$ cat src/rtl/writeback_unit.sv
// writeback_unit: register-file write port producer.
// Merges queued ALU results with one outstanding memory load. The load
// result always wins the write port. Also tracks the pending load destination
// for hazard detection and keeps a sticky protocol/format error flag.
module writeback_unit #(
  parameter int DWIDTH     = 32,
  parameter int FIFO_DEPTH = 2
) (
  input  logic              clk,
  input  logic              rst,
  input  logic              alu_valid_i,
  output logic              alu_ready_o,
  input  logic [4:0]        alu_rd_i,
  input  logic [DWIDTH-1:0] alu_data_i,
  input  logic              ld_req_valid_i,
  output logic              ld_req_ready_o,
  input  logic [4:0]        ld_req_rd_i,
  input  logic [2:0]        ld_req_funct3_i,
  input  logic [1:0]        ld_req_addr_lo_i,
  input  logic              mem_rsp_valid_i,
  input  logic [31:0]       mem_rsp_data_i,
  output logic [4:0]        rd_o,
  output logic [DWIDTH-1:0] datawb_o,
  output logic              regwren_o,
  output logic [31:0]       pending_o,
  output logic              err_o
);

  localparam int PW = $clog2(FIFO_DEPTH);
  localparam logic [PW:0]   C_DEPTH   = (PW+1)'(FIFO_DEPTH);
  localparam logic [PW:0]   C_CNT_ONE = (PW+1)'(1);
  localparam logic [PW-1:0] C_PTR_ONE = PW'(1);

  localparam logic [1:0] S_IDLE       = 2'd0;
  localparam logic [1:0] S_WAIT_RSP   = 2'd1;
  localparam logic [1:0] S_WRITE_LOAD = 2'd2;

  logic [1:0]        r_state;
  logic [4:0]        r_ld_rd;
  logic [2:0]        r_ld_f3;
  logic [1:0]        r_ld_lo;
  logic [DWIDTH-1:0] r_ld_data;
  logic [31:0]       r_pending;
  logic              r_err;

  logic [4:0]        r_fifo_rd   [FIFO_DEPTH];
  logic [DWIDTH-1:0] r_fifo_data [FIFO_DEPTH];
  logic [PW-1:0]     r_wptr;
  logic [PW-1:0]     r_rptr;
  logic [PW:0]       r_count;

  logic [4:0]        r_rd;
  logic [DWIDTH-1:0] r_data;
  logic              r_wren;

  logic              w_full;
  logic              w_push;
  logic              w_pop;
  logic              w_ld_write;
  logic              w_rsp_take;
  logic [7:0]        w_byte;
  logic [15:0]       w_half;
  logic [DWIDTH-1:0] w_fmt;
  logic              w_fmt_err;

  assign w_full      = (r_count == C_DEPTH);
  assign alu_ready_o = !w_full;
  // rd=0 results are handshaken away but never occupy a slot.
  assign w_push      = alu_valid_i && !w_full && (alu_rd_i != 5'd0);
  assign w_ld_write  = (r_state == S_WRITE_LOAD) && (r_ld_rd != 5'd0);
  assign w_pop       = !w_ld_write && (r_count != '0);
  assign w_rsp_take  = (r_state == S_WAIT_RSP) && mem_rsp_valid_i;

  assign ld_req_ready_o = (r_state == S_IDLE);
  assign rd_o           = r_rd;
  assign datawb_o       = r_data;
  assign regwren_o      = r_wren;
  assign pending_o      = r_pending;
  assign err_o          = r_err;

  // Select and extend the addressed byte/half of the raw memory word.
  always_comb begin
    w_fmt     = '0;
    w_fmt_err = 1'b0;
    w_half    = r_ld_lo[1] ? mem_rsp_data_i[31:16] : mem_rsp_data_i[15:0];
    case (r_ld_lo)
      2'd0:    w_byte = mem_rsp_data_i[7:0];
      2'd1:    w_byte = mem_rsp_data_i[15:8];
      2'd2:    w_byte = mem_rsp_data_i[23:16];
      default: w_byte = mem_rsp_data_i[31:24];
    endcase
    case (r_ld_f3)
      3'b000:  w_fmt = {{(DWIDTH-8){w_byte[7]}}, w_byte};
      3'b100:  w_fmt = {{(DWIDTH-8){1'b0}}, w_byte};
      3'b001:  w_fmt = {{(DWIDTH-16){w_half[15]}}, w_half};
      3'b101:  w_fmt = {{(DWIDTH-16){1'b0}}, w_half};
      3'b010:  w_fmt = DWIDTH'(mem_rsp_data_i);
      default: w_fmt_err = 1'b1;
    endcase
  end

  // Load tracker FSM, pending scoreboard and sticky error flag.
  always_ff @(posedge clk or posedge rst) begin
    if (rst) begin
      r_state   <= S_IDLE;
      r_ld_rd   <= '0;
      r_ld_f3   <= '0;
      r_ld_lo   <= '0;
      r_ld_data <= '0;
      r_pending <= '0;
      r_err     <= 1'b0;
    end else begin
      if (mem_rsp_valid_i && (r_state != S_WAIT_RSP)) r_err <= 1'b1;
      case (r_state)
        S_IDLE: begin
          if (ld_req_valid_i) begin
            r_ld_rd <= ld_req_rd_i;
            r_ld_f3 <= ld_req_funct3_i;
            r_ld_lo <= ld_req_addr_lo_i;
            if (ld_req_rd_i != 5'd0) r_pending[ld_req_rd_i] <= 1'b1;
            r_state <= S_WAIT_RSP;
          end
        end
        S_WAIT_RSP: begin
          if (w_rsp_take) begin
            r_ld_data <= w_fmt;
            if (w_fmt_err) r_err <= 1'b1;
            r_state <= S_WRITE_LOAD;
          end
        end
        S_WRITE_LOAD: begin
          r_pending[r_ld_rd] <= 1'b0;
          r_state <= S_IDLE;
        end
        default: r_state <= S_IDLE;
      endcase
    end
  end

  // ALU queue storage; contents need no reset because count gates use.
  always_ff @(posedge clk) begin
    if (w_push) begin
      r_fifo_rd[r_wptr]   <= alu_rd_i;
      r_fifo_data[r_wptr] <= alu_data_i;
    end
  end

  // ALU queue pointers and occupancy.
  always_ff @(posedge clk or posedge rst) begin
    if (rst) begin
      r_wptr  <= '0;
      r_rptr  <= '0;
      r_count <= '0;
    end else begin
      if (w_push) r_wptr <= r_wptr + C_PTR_ONE;
      if (w_pop)  r_rptr <= r_rptr + C_PTR_ONE;
      if (w_push && !w_pop)      r_count <= r_count + C_CNT_ONE;
      else if (!w_push && w_pop) r_count <= r_count - C_CNT_ONE;
    end
  end

  // Registered write port: load result first, else queue head.
  always_ff @(posedge clk or posedge rst) begin
    if (rst) begin
      r_rd   <= '0;
      r_data <= '0;
      r_wren <= 1'b0;
    end else if (w_ld_write) begin
      r_rd   <= r_ld_rd;
      r_data <= r_ld_data;
      r_wren <= 1'b1;
    end else if (w_pop) begin
      r_rd   <= r_fifo_rd[r_rptr];
      r_data <= r_fifo_data[r_rptr];
      r_wren <= 1'b1;
    end else begin
      r_wren <= 1'b0;
    end
  end

endmodule

$ cat config.mk
export PLATFORM = sky130hd
export DESIGN_NAME = writeback_unit
export DESIGN_NICKNAME = d
export VERILOG_FILES = /design/src/rtl/writeback_unit.sv
export SDC_FILE = /design/constraint.sdc
export NUM_CORES = 1
export LEC_CHECK = 0
export CAP_MARGIN = 20
export CORE_MARGIN = 4
export CORE_UTILIZATION = 48
export CTS_BUF_LIST = sky130_fd_sc_hd__clkbuf_4
export DETAILED_ROUTE_END_ITERATION = 12
export PLACE_DENSITY = 0.89
export SYNTH_ARGS = -nofsm -noshare
export SYNTH_HDL_FRONTEND = slang
export SYNTH_SLANG_ARGS = --single-unit
$ cat constraint.sdc
create_clock -name clk -period 4.11 [get_ports clk]
set_input_delay 0.822 -clock clk [delete_from_list [all_inputs] [get_ports clk]]
set_output_delay 0.822 -clock clk [all_outputs]
set_load 0.02 [all_outputs]
======== Yosys cells after proc, flatten, opt, wreduce, memory -nomap -nowiden ========
Memory sizes are Yosys's and may differ from the RTL's.
Cells that the tools add are included.
operators by class
  add/subtract/negate cells ............... 4
  order comparisons ....................... 4
  equal/unequal tests ..................... 13
  mux-type cells .......................... 27
  bitwise logic cells ..................... 3
  reductions and logical operators ........ 29
operators with widths
  kind                                                                                 count
  32-bit case mux with 5 select lines                                                  1
  32-bit two-way mux                                                                   4
  32-bit case mux with 2 select lines                                                  1
  32-bit bitwise AND                                                                   1
  32-bit NOT                                                                           1
  32-bit OR                                                                            1
  8-bit case mux with 3 select lines                                                   1
  16-bit two-way mux                                                                   1
  5-bit nonzero test                                                                   3
  5-bit by 6-bit < comparator with 1-bit output, second input constant                 2
  1-bit demux with 5-bit select                                                        2
  5-bit by 1-bit greater-or-equal comparator with 1-bit output, second input constant  2
  1-bit logical AND                                                                    10
  1-bit two-way mux                                                                    10
  5-bit two-way mux                                                                    2
  2-bit two-way mux                                                                    4
  2-bit nonzero test                                                                   4
  2-bit == test, second input constant                                                 3
  3-bit == test, second input constant                                                 2
  2-bit AND reduction                                                                  3
  5-bit OR reduction                                                                   1
  2-bit by 1-bit == test with 1-bit output, second input constant                      2
  1-bit zero test                                                                      4
  2-bit zero test                                                                      2
  other kinds (10)                                                                     13
storage, ports and cells
  bits in registers ....................... 119
  bits in writable memories ............... 74
  bits of input ports ..................... 84
  output and inout port bits .............. 73
  memories ................................ 2
memory list
  memory       words  bits a word  read ports  clocked after memory_dff  write ports  RTL line  RTL
  r_fifo_data  2      32           1           0                         1            47        logic [DWIDTH-1:0] r_fifo_data [FIFO_DEPTH];
  r_fifo_rd    2      5            1           0                         1            46        logic [4:0] r_fifo_rd [FIFO_DEPTH];

======== Logic depth before layout (Yosys ltp) ========
  depth in word-level cells ............... 8
  mapped depth ............................ 8
  depth with buffers taken out ............ 7

======== Least setup slack after synthesis ========
OpenSTA, ideal clock, no wires.
  kind .................................... input-to-reg
  start point ............................. input port alu_rd_i[3]
  end point ............................... memory r_fifo_data[0][0], enable pin
  setup time .............................. 0.431 ns
  data arrival time ....................... 2.627 ns
  path slack .............................. 1.051 ns
  cell stages on the path ................. 3
  buffers on the path ..................... 0
  cells stage by stage .................... or4_1 > o211ai_1 > nor2_1
on the way
  longest elaborated chain between the ends .. 4
RTL lines
  item                                     RTL line  RTL
  from (decl)                              13        input logic [4:0] alu_rd_i,
  5-bit nonzero test                       69        assign w_push = alu_valid_i && !w_full && (alu_rd_i != 5'd0);
  1-bit logical AND                        69
  1-bit two-way mux                        142       if (w_push) begin
  1-bit two-way mux (not written as such)  144       r_fifo_data[r_wptr] <= alu_data_i;
  to (decl)                                47
Every way passes these cells.

======== Final worst setup path ========
  start point ............................. register r_state[1]
  end point ............................... output port ld_req_ready_o
on the way
  longest elaborated chain between the ends .. 1
RTL lines
  item                    RTL line  RTL
  from (decl)             38        logic [1:0] r_state;
  from (signal assigned)  105       r_state <= S_IDLE;
  from (signal assigned)  121       r_state <= S_WAIT_RSP;
  from (signal assigned)  128       r_state <= S_WRITE_LOAD;
  2-bit zero test         74        assign ld_req_ready_o = (r_state == S_IDLE);
  to (decl)               16        output logic ld_req_ready_o,
Every way passes these cells.

==> metrics.md <==
| Metric | Value |
|---|---|
| FMAX | 367 MHz |
| Clock power frac | roughly 14% |
| Syn Nets | 740 |
| Synth top area cells | dfrtp_1, edfxtp_1, o21ai_0 |
| Avg Cell Area, Syn | 12.3 um2 |
| Top-count cell post-synth | o21ai_0 |
| Hold endpoint | err_o$_DFF_PP0_ |
| Combinational fraction of design power | 40.0% |
| Clk Latency, worst-skew pair | 600 ps |
| DP Wirelength | 14700 um |
| CTS Sinks | between 150 and 200 |
| Die area | 0.0190 mm2 |
| Overall routed net length | 20300 um |
| Clock transition at path regs | about 170 ps |
| Post-CTS Resized | 0 |
| RSZ-0062 raised after global routing | false |
| Worst path required time | 3290 ps |
| Worst-Margin Slew | 957 ps |
| Iter 0 DRT Violations | 515 |
| Setup violations, final | 0 |
| Largest net degree at the start of global routing | 65 |
| Die height | 138 um |
| Hold buffer count at CTS | 0 |
| Max-slew violations | 0 |
| Core area | 0.0165 mm2 |
| Seq/Total Area, Yosys | 64.3% |
| Crit start category | flop |
| Final Hold Viols | 0 |
| Fillers | 1283 |
| MaxCap Viol Count | 0 |
| Max-slew headroom | 36.2% |
| Crit-path cells | nor2_1 > clkdlybuf4s50_1 |
| Post-Syn Area | 0.00809 mm2 |
| Hold Path Origin | err_o$_DFF_PP0_ |
| Leading area contributor after synthesis | dfrtp_1 |
| Reg2reg setup slack | 1540 ps |
| Final TNS setup | 0 ps |
| Post-layout min period | 2720 ps |
| Fin cells | 1031 |
| Crit path arrival time | 1900 ps |
| Vias in the first global route | 5925 |
| LEAKAGE | 3.81 nW |
| Top-area cell type share of the netlist area | 36.8% |
| Worst reg2reg path endpoint | datawb_o[14]$_DFFE_PP0P_ |
| TritonRoute pass-1 iters | 5 |
| Total Routing Usage GR | 21.7% |
| Final nets | just under 900 |
| Longest Clk Path Bufs | 2 |
| Residual DRC | 0 |
| First-pass GRT wire length | 31200 um |
| CTS HTree Levels | 4 |
| Wire length per cell | 19.7 um |
| Post-synth EDFFs | 74 |
| WHS Path Cells | 1 |
| Register share of total power | 45.7% |
| Antenna violations before repair | 1 |
| Clk_skew | 23.9 ps |
| Status | completed |
| Gr ovfl total | 0 |
| Yosys cell types | 53 |
| VDD IR max | between 0.0003 and 0.0004 V |
| Power Density | 685 mW/mm2 |
| CTS tree | yes |
| Yosys reg bits | between 150 and 200 |
| Top cells by count, synth | o21ai_0, dfrtp_1, nand2_1, edfxtp_1, mux2i_1 |
| Asr flop ratio synth | slightly above 60% |
| Inst Count DP | 997 |
| Slowest-stage cell, CP | clkdlybuf4s50_1 |
| Crit path max fanout | 8 |
| Starting Density | 49.0% |
| Switch share | 39.0% |
| Root Buffer | clkbuf_4 |
| Antenna-violating nets left | 0 |
| Crit Path Class | flop to output pin |
| Cells after synthesis | approximately 660 |
| Synth warn | 0 |
| Layout cells sized above 1 | under 10% |
| Max stage delay on crit path | between 600 and 700 ps |
| Reg2reg start | r_state[1]$_DFFE_PP0P_ |
| HP Class | flop to flop |
| Final period util | 66.2% |
| Psw | around 2.7 mW |
| Layout area overhead | 24.8% |
| Design internal power | around 4.2 mW |
| Inserted Clock Buffers | 17 |
| Reg2Reg Depth | 4 |
| Avg Vias per Cell | 5.80 |
| Post-CTS setup buffer count | 0 |
| Most used DFF post-synth | dfrtp_1 |
| Die X-Extent | 138 um |
| GP Congestion | 0.929 |
| # IOs | 157 |
| Endpoint type of the worst setup path | output pin |
| PortBufs | 156 |
| Row count | 47 |
| DR vias | 5979 |
| Hold Worst Slack | 486 ps |
| Final Core Density | 61.1% |
[cell type report]
cell class              instances  area, um2  area share, %
diodes                          1       2.50         0.0248
multi-input cells             416       2670           26.4
clock buffers                  17        128           1.26
flip-flops and latches        193       5200           51.5
repair buffers                164       1650           16.3
inverters                       5       21.3          0.211
clock inverters                15        153           1.51
well taps                     220        275           2.73
[metrics by stage]
stage / area [um2] / worst slack (ps) / total power [mW]
global route: 10100 / 1300 / 7.30
floorplan: 8090 / 131 / 4.81
CTS: 10100 / 1360 / 6.93
global placement: 9790 / 921 / 5.84
finish: 10100 / 1390 / 6.91
detailed placement: 9790 / 847 / 5.96
[kinds of logic after synthesis]
| family | after synthesis | synth area share (%) |
|---|---|---|
| DFF | 193 | 64.3 |
| xor gates and xnor gates | 5 | 0.541 |
| buffers and inverters | 46 | 2.86 |
| muxes | 58 | 8.45 |
| AOI/OAI and AO/OA | 201 | 15.0 |
| adders and majority gates | 1 | 0.155 |
| and+or+nand+nor | 151 | 8.71 |
[routing by layer]
metal | wire (um) | global-route usage (%) | up-vias
met4 | 501 | 8.95 | 0
met3 | 1430 | 5.37 | 43
met2 | 10000 | 34.4 | 266
met5 | 0 | 0 | -
li1 | - | - | 2698
met1 | 8400 | 28.9 | 2972
[placed cells by master (no fill, tap or decap), types with 2 or more instances in the layout]
cell / n
inv_1: 3
edfxtp_1: 74
dfrtp_1: 118
buf_12: 2
xor2_1: 2
inv_6: 2
xnor2_1: 3
o22ai_1: 5
mux4_2: 7
nor2b_1: 3
a221oi_1: 8
clkbuf_4: 17
or3b_2: 4
buf_4: 6
o32ai_2: 3
mux2_2: 12
nand2b_1: 5
clkinv_8: 3
clkdlybuf4s50_1: 156
o21ai_0: 129
a21oi_1: 11
nor2_1: 21
clkinv_4: 2
a22oi_1: 5
nand2_1: 88
a221o_1: 17
o21ai_1: 11
clkinvlp_4: 2
nand3b_1: 9
mux2i_1: 39
nand3_1: 6
clkinv_1: 2
and3_1: 3
inv_8: 4
[how the worst max path moves through the flow]
stage / end / cells after the start / start
5_1_grt: ld_req_ready_o / 2 / r_state[1]$_DFFE_PP0P_
3_3_place_gp: r_fifo_data[1][9]$_DFFE_PP_ / 5 / alu_rd_i[0]
3_5_place_dp: r_fifo_data[1][12]$_DFFE_PP_ / 5 / alu_rd_i[0]
6_report: ld_req_ready_o / 2 / r_state[1]$_DFFE_PP0P_
4_1_cts: ld_req_ready_o / 2 / r_state[1]$_DFFE_PP0P_
2_1_floorplan: datawb_o[0]$_DFFE_PP0P_ / 1 / rst
[power groups by stage]
| stage | registers [mW] | logic (mW) | clock network, mW |
|---|---|---|---|
| after CTS | 3.23 | 2.71 | 0.996 |
| after floorplan | 3.33 | 1.48 | 0 |
| after global routing | 3.24 | 3.00 | 1.07 |
| after detailed placement | 3.27 | 2.70 | 0 |
| after global placement | 3.25 | 2.60 | 0 |
| final | 3.16 | 2.77 | 0.985 |
[sequential cells by signal, indices dropped and copies added, names as in the netlist]
signal and flops:
r_fifo_data 64, datawb_o 32, pending_o 32, r_ld_data 32
r_fifo_rd 10, r_ld_rd 5, rd_o 5, r_ld_f3 3
r_count 2, r_ld_lo 2, r_state 2, err_o 1
r_rptr 1, r_wptr 1, regwren_o 1
[critical path: cells and delay by family (launching register included)]
family | cells | cell delay (ps)
buffers and inverters | 1 | 640
AND/OR/NAND/NOR | 1 | 160
flip-flops | 1 | 510
Note: power is estimated with default switching activity, not from simulation.
